--- config.mk ---
export PLATFORM = sky130hd
export DESIGN_NAME = mem_responder
export DESIGN_NICKNAME = d
export VERILOG_FILES = /design/src/rtl/mem_responder.sv
export SDC_FILE = /design/constraint.sdc
export NUM_CORES = 1
export LEC_CHECK = 0
export CORE_ASPECT_RATIO = 0.9
export CORE_MARGIN = 4
export CORE_UTILIZATION = 37
export DETAILED_ROUTE_END_ITERATION = 12
export GPL_TIMING_DRIVEN = 0
export PLACE_DENSITY = 0.85
export SYNTH_ARGS = -nofsm -noshare
export SYNTH_HDL_FRONTEND = slang
export SYNTH_SLANG_ARGS = --single-unit
--- constraint.sdc ---
create_clock -name clk -period 2.9 [get_ports clk]
set_input_delay 0.58 -clock clk [delete_from_list [all_inputs] [get_ports clk]]
set_output_delay 0.58 -clock clk [all_outputs]
set_load 0.02 [all_outputs]
--- src/rtl/mem_responder.sv ---
// mem_responder: bridges core load/store requests onto a single-port 32-bit
// data SRAM with a one-cycle read latency. Stores complete in one cycle;
// aligned loads stall the core for two cycles (IDLE -> RD_WAIT -> RESP).
// Misaligned or illegal accesses raise a registered one-cycle misalign pulse
// and clear rdata, without touching the SRAM.
module mem_responder #(
  parameter int unsigned ADDR_W = 14
) (
  input  logic              clk,
  input  logic              rst,
  input  logic              MemRead,
  input  logic              MemWrite,
  input  logic [2:0]        funct3,
  input  logic [31:0]       addr,
  input  logic [31:0]       wdata,
  output logic [31:0]       rdata,
  output logic              stall,
  output logic              misalign,
  output logic              ram_en,
  output logic [3:0]        ram_we,
  output logic [ADDR_W-1:0] ram_addr,
  output logic [31:0]       ram_wdata,
  input  logic [31:0]       ram_rdata
);

  localparam logic [1:0] IDLE    = 2'd0;
  localparam logic [1:0] RD_WAIT = 2'd1;
  localparam logic [1:0] RESP    = 2'd2;

  logic [1:0]  state;
  logic [2:0]  f3_q;
  logic [1:0]  off_q;

  logic        is_store, is_load, st_legal, ld_legal, aligned;
  logic        st_ok, ld_ok, bad;
  logic [7:0]  lane_b;
  logic [15:0] lane_h;
  logic [31:0] ld_val;

  // Address bits above the SRAM window are deliberately dropped (wrap-around).
  logic        unused_addr_hi;
  assign unused_addr_hi = ^addr[31:ADDR_W+2];

  assign ram_addr = addr[ADDR_W+1:2];

  // Request decode; a simultaneous read+write request is treated as a store.
  always_comb begin
    is_store = MemWrite;
    is_load  = MemRead & ~MemWrite;
    st_legal = (funct3 == 3'd0) || (funct3 == 3'd1) || (funct3 == 3'd2);
    ld_legal = st_legal || (funct3 == 3'd4) || (funct3 == 3'd5);
    case (funct3[1:0])
      2'b01:   aligned = ~addr[0];
      2'b10:   aligned = (addr[1:0] == 2'b00);
      default: aligned = 1'b1;
    endcase
    st_ok = is_store & st_legal & aligned;
    ld_ok = is_load & ld_legal & aligned;
    bad   = (is_store | is_load) & ~st_ok & ~ld_ok;
  end

  // SRAM strobes and core stall; everything is held inactive during reset.
  always_comb begin
    ram_en    = 1'b0;
    ram_we    = '0;
    ram_wdata = wdata;
    stall     = 1'b0;
    if (!rst) begin
      case (state)
        IDLE: begin
          if (st_ok) begin
            ram_en = 1'b1;
            case (funct3[1:0])
              2'b00: begin
                ram_we    = 4'b0001 << addr[1:0];
                ram_wdata = {4{wdata[7:0]}};
              end
              2'b01: begin
                ram_we    = addr[1] ? 4'b1100 : 4'b0011;
                ram_wdata = {2{wdata[15:0]}};
              end
              default: begin
                ram_we    = 4'b1111;
                ram_wdata = wdata;
              end
            endcase
          end else if (ld_ok) begin
            ram_en = 1'b1;
            stall  = 1'b1;
          end
        end
        RD_WAIT: stall = 1'b1;
        default: ;
      endcase
    end
  end

  // Lane selection and sign/zero extension of the returning SRAM word.
  always_comb begin
    case (off_q)
      2'd0:    lane_b = ram_rdata[7:0];
      2'd1:    lane_b = ram_rdata[15:8];
      2'd2:    lane_b = ram_rdata[23:16];
      default: lane_b = ram_rdata[31:24];
    endcase
    lane_h = off_q[1] ? ram_rdata[31:16] : ram_rdata[15:0];
    case (f3_q)
      3'd0:    ld_val = {{24{lane_b[7]}}, lane_b};
      3'd1:    ld_val = {{16{lane_h[15]}}, lane_h};
      3'd4:    ld_val = {24'd0, lane_b};
      3'd5:    ld_val = {16'd0, lane_h};
      default: ld_val = ram_rdata;
    endcase
  end

  // FSM, captured load attributes, result register and misalign pulse.
  always_ff @(posedge clk) begin
    if (rst) begin
      state    <= IDLE;
      rdata    <= '0;
      misalign <= 1'b0;
      f3_q     <= '0;
      off_q    <= '0;
    end else begin
      misalign <= 1'b0;
      case (state)
        IDLE: begin
          if (bad) begin
            misalign <= 1'b1;
            rdata    <= '0;
          end else if (ld_ok) begin
            f3_q  <= funct3;
            off_q <= addr[1:0];
            state <= RD_WAIT;
          end
        end
        RD_WAIT: begin
          rdata <= ld_val;
          state <= RESP;
        end
        default: state <= IDLE;
      endcase
    end
  end

endmodule

# After elaboration in Yosys (flattened, before gate mapping)
# Cells that the tools add are included.
# op_classes
eq_ne	15
shifts	1
muxes	26
bitwise	14
n_reduce_logical	15
# ops
operator	n
$mux W32	4
$pmux W32 S2	2
$pmux W32 S4	1
$pmux W8 S3	1
$mux W16	1
$mux W4	4
$eq A3 B3 Y1 const B	4
$logic_not A2 Y1	4
$pmux W4 S2	1
$and A1 B1 Y1	7
$mux W1	7
$eq A2 B1 Y1 const B	3
$eq A3 B1 Y1 const B	2
$logic_not A3 Y1	2
$ne A2 B2 Y1 const B	3
$not A1 Y1	6
$eq A2 B2 Y1 const B	2
$logic_or A1 B1 Y1	4
$mux W2	2
$pmux W1 S2	2
$pmux W2 S2	1
$reduce_and A2 Y1	2
$shl A1 B2 Y4 const A	1
$eq A3 B2 Y1 const B	1
other kinds (4)	4
# totals
regBits	40
inputBits	103
out_inout_bits	85
elab_cells	76

# Depth between registers and ports, before layout
# Gate-level depths: netlist (run 1).
# depth
word_depth	11
ltp_mapped	7
ltp_nobuf	6

# Worst setup path before layout (run 1)
# OpenSTA, ideal clock, no wires.
# synth_path
kind	input -> output
startpoint	input port funct3[0]
endpoint	output port ram_wdata[22]
t_arrival_ns	2.086
required_time_ns	2.320
slack_ns	0.234
cell_stages	7
path_buffers	1
path_cell_list	inv_1 > ha_1 > and2b_1 > a21oi_4 > nand4_4 > buf_2 > mux2_4
# synth_between
elab_chain_len	8
word_cells_on_any_way	15
cone_classes	eq/ne: 4; mux: 5; bitwise: 2; reduce/logical: 4
# synth_rtl
item	line_no	source
start, declared	13	input logic [2:0] funct3,
$eq A3 B1 Y1 / $logic_not A3 Y1 (equally long branches)	50	st_legal = (funct3 == 3'd0) || (funct3 == 3'd1) || (funct3 == 3'd2);
$logic_or A1 B1 Y1 (2 in series)	50	
$and A1 B1 Y1 (2 in series)	57	st_ok = is_store & st_legal & aligned;
$mux W32 *	71	if (st_ok) begin
$mux W32 *	69	case (state)
$mux W32 *	68	if (!rst) begin
end, declared	22	output logic [31:0] ram_wdata,
# Every way passes the cells marked *; elsewhere a longest branch is shown, timed or not.

# Worst setup path after layout (run 1)
# layout_path
startpoint	input port rst
endpoint	output port ram_wdata[12]
# layout_between
elab_chain_len	1
# layout_rtl
item	line_no	source
start, declared	10	input logic rst,
$mux W32	68	
# No other way between the ends.

==> results.json, run 1 <==
{
  "skew_ps": 7.495,
  "arrival_ps": 2270,
  "cp-start-kind": "primary input",
  "post-route-period-util_pct": 98.22,
  "grt_pass1_vias": 3358,
  "p_leak_nw": 1.819,
  "layout_commonest_cell": "clkdlybuf4s50_1",
  "portBuffers": 157,
  "diodes": 0,
  "power_density_mw_per_mm2": 306.3,
  "ys_types": 54,
  "grt_pass1_wl_um": 17220,
  "ant_nets": 0,
  "tightestPinTransition_ps": 801.5,
  "cp_top_family": "compound AO/OA/AOI/OAI gates",
  "synthArstFlopShare_pct": 0,
  "critical-path-max-stage-delay_ps": 520,
  "cts_tree": "yes",
  "post_synth_inst_count": 329,
  "stdcell_count": 600,
  "fmax_mhz": 351.1,
  "cts_sinks": 40,
  "wirelength_um": 11020,
  "cp_cell_sequence": "clkdlybuf4s15_2, or4b_4, a2111o_1, buf_6, o21ai_1, o21ai_1, buf_2",
  "critPathBufInv": 3,
  "die_height_um": 91.19,
  "crit_slowest_cell": "or4b_4",
  "wl_per_cell_um": 18.37,
  "place_worst_setup_slack_ps": -1022,
  "cp.depth": 7,
  "grt_overflow": 0,
  "place_congestion": 0.9123,
  "layout-drive-gt1-share_pct": 22.62,
  "grt_max_degree": 13,
  "ys.warnings.count": 0,
  "tns_ps": 0,
  "ys_seq_area_share_pct": 28.14,
  "syn_area_mm2": 0.002845,
  "synthFlopType": "dfxtp_1",
  "cts_hold_buf": 0,
  "synth-seq-cells": 40,
  "finalCriticalPeriod_ps": 2848,
  "die_w_um": 100.4,
  "area_delta_synth_final_pct": 64.16,
  "viasPerCell": 5.777,
  "reg2regPathDepth": 5,
  "synth_edf_count": 0,
  "crit_type": "in2out",
  "report.final.slew_viol_count": 0,
  "critPathLaunch": "rst",
  "power_mw": 1.431,
  "antenna_found_initial": 0,
  "drc": 0,
  "dp_cells": 582,
  "hold_viol": 0,
  "drt_iter0_markers": 323,
  "crit_end": "ram_wdata[12]",
  "cap_viol_max_count": 0,
  "rows": 30,
  "vias": 3466,
  "crit_fanout": 5,
  "syn-num-nets": 435,
  "setup_ws_ps": 51.60,
  "clockBufferDepth": 2,
  "timing.rr.end": "rdata[20]$_SDFFE_PP0P_",
  "core_area_mm2": 0.007507,
  "root_buffer": "clkbuf_8",
  "fillers": 630,
  "cp-end-kind": "primary output",
  "syn_avg_cell_area_um2": 8.648,
  "cts_htree_levels": 2,
  "die_area_mm2": 0.009159,
  "slew_headroom_pct": 46.24,
  "regArea_um2": 800.8,
  "reg2reg_from": "state[1]$_SDFFE_PP0P_",
  "cts_buffers": 5,
  "outcome": "completed",
  "r2r_slack_ps": 800,
  "io-pin-count": 188,
  "hold_path.class": "reg2reg",
  "dr.pass1.iters": 5,
  "multi_input_area_mm2": 0.001749,
  "rsz0062_at_grt": "no",
  "fin_nets": 609,
  "layout.cells.most_common_list": "clkdlybuf4s50_1, dfxtp_1, buf_4",
  "initial_core_util_pct": 37.90,
  "required_ps": 2320,
  "clk_latency_ps": 300,
  "clk_pin_slew_ps": 80,
  "crit_top_cell": "o21ai_1",
  "track_usage_pct": 22.92,
  "dp_hpwl_um": 8455,
  "setup_violations": 0,
  "peakVddDrop_mv": 0.1988
}
## registers in the layout, indices dropped and copies added (netlist names)
name,cells
off_q,2
rdata,32
misalign,1
state,2
f3_q,3
## cell usage after synthesis, types with 8 or more instances
cell       count  area (um^2)
nand2_1       15        56.30
a22oi_1        8        60.06
a221o_1       22        220.2
buf_4         22        165.2
clkbuf_1      15        56.30
o21ai_1       10        50.05
o2bb2ai_1      8        70.07
dfxtp_1       40        800.8
o21ai_0       19        95.09
nor2b_1       27        168.9
nor2_1         8        30.03
inv_1         23        86.33
a21oi_1       12        60.06
## power breakdown
part	internal [mW]	switching [mW]	total, mW
clock network	0.190	0.196	0.386
logic	0.243	0.237	0.479
registers	0.558	0.00793	0.566
## cell type report
class	instances	share of cell area [%]
clock buffers	6	1.768
well taps	96	2.572
inverters	23	1.848
repair buffers	168	33.06
flip-flops and latches	40	17.14
clock inverters	2	0.2143
plain buffers	44	5.947
multi-input cells	221	37.45
## logic make-up (layout without fill, tap and decap cells)
family	count (synthesis)	in the layout	synth area share [%]
compound gates	118	118	32.06
fa+ha+maj	3	3	1.319
buf+inv	68	243	12.40
flops	40	40	28.14
mux	18	18	7.872
simple gates	82	82	18.21
## per-stage QoR
stage / hold WS (ps) / instance area [um^2] / utilization [%]
after floorplan: 473.8 / 2845 / -
after global placement: 471.8 / 4537 / 60.43
after detailed placement: 477.2 / 4537 / 60.43
after CTS: 488.7 / 4638 / 61.78
after global routing: 507.6 / 4671 / 62.22
final: 482.9 / 4671 / 62.22
## worst min path at each step
stage                                   to  slack, ps  cells after the start              startpoint
detailed placement  rdata[11]$_SDFFE_PP0P_        480                      2  rdata[11]$_SDFFE_PP0P_
global route        rdata[10]$_SDFFE_PP0P_        510                      2  rdata[10]$_SDFFE_PP0P_
CTS                 rdata[11]$_SDFFE_PP0P_        490                      2  rdata[11]$_SDFFE_PP0P_
floorplan             f3_q[2]$_SDFFE_PP0P_        470                      2    f3_q[2]$_SDFFE_PP0P_
global placement    rdata[12]$_SDFFE_PP0P_        470                      2  rdata[12]$_SDFFE_PP0P_
finish              rdata[11]$_SDFFE_PP0P_        480                      2  rdata[11]$_SDFFE_PP0P_
## what timing repair did
action / in CTS / in global routing
pin swaps: 7 / 2
setup buffers: 8 / 2
gates cloned: 0 / 1
endpoints found under the hold margin: 0 / 0
endpoints found under the setup margin: 30 / 29
resized for setup: 147 / 26
## metal layers
metal,global-route usage [%],share of wire (%),wire [um]
met4,7.856,2.8,308
met2,37.97,50,5472
met3,3.687,7.6,840
met5,0,0,0
met1,29.97,40,4403
## worst register-to-register path, delay by kind of cell, from the launching register on
| kind | cells | cell delay (ps) |
|---|---|---|
| DFF | 1 | 400 |
| buffers and inverters | 1 | 470 |
| AOI/OAI and AO/OA | 1 | 250 |
| and+or+nand+nor | 3 | 930 |
Note: power is estimated with default switching activity, not from simulation.
==> inputs of run 2 (changes only) <==
- CAP_MARGIN: default -> 0
==> results of run 2 <==
The final DEF is identical to that of run 1; final timing and power are the same.
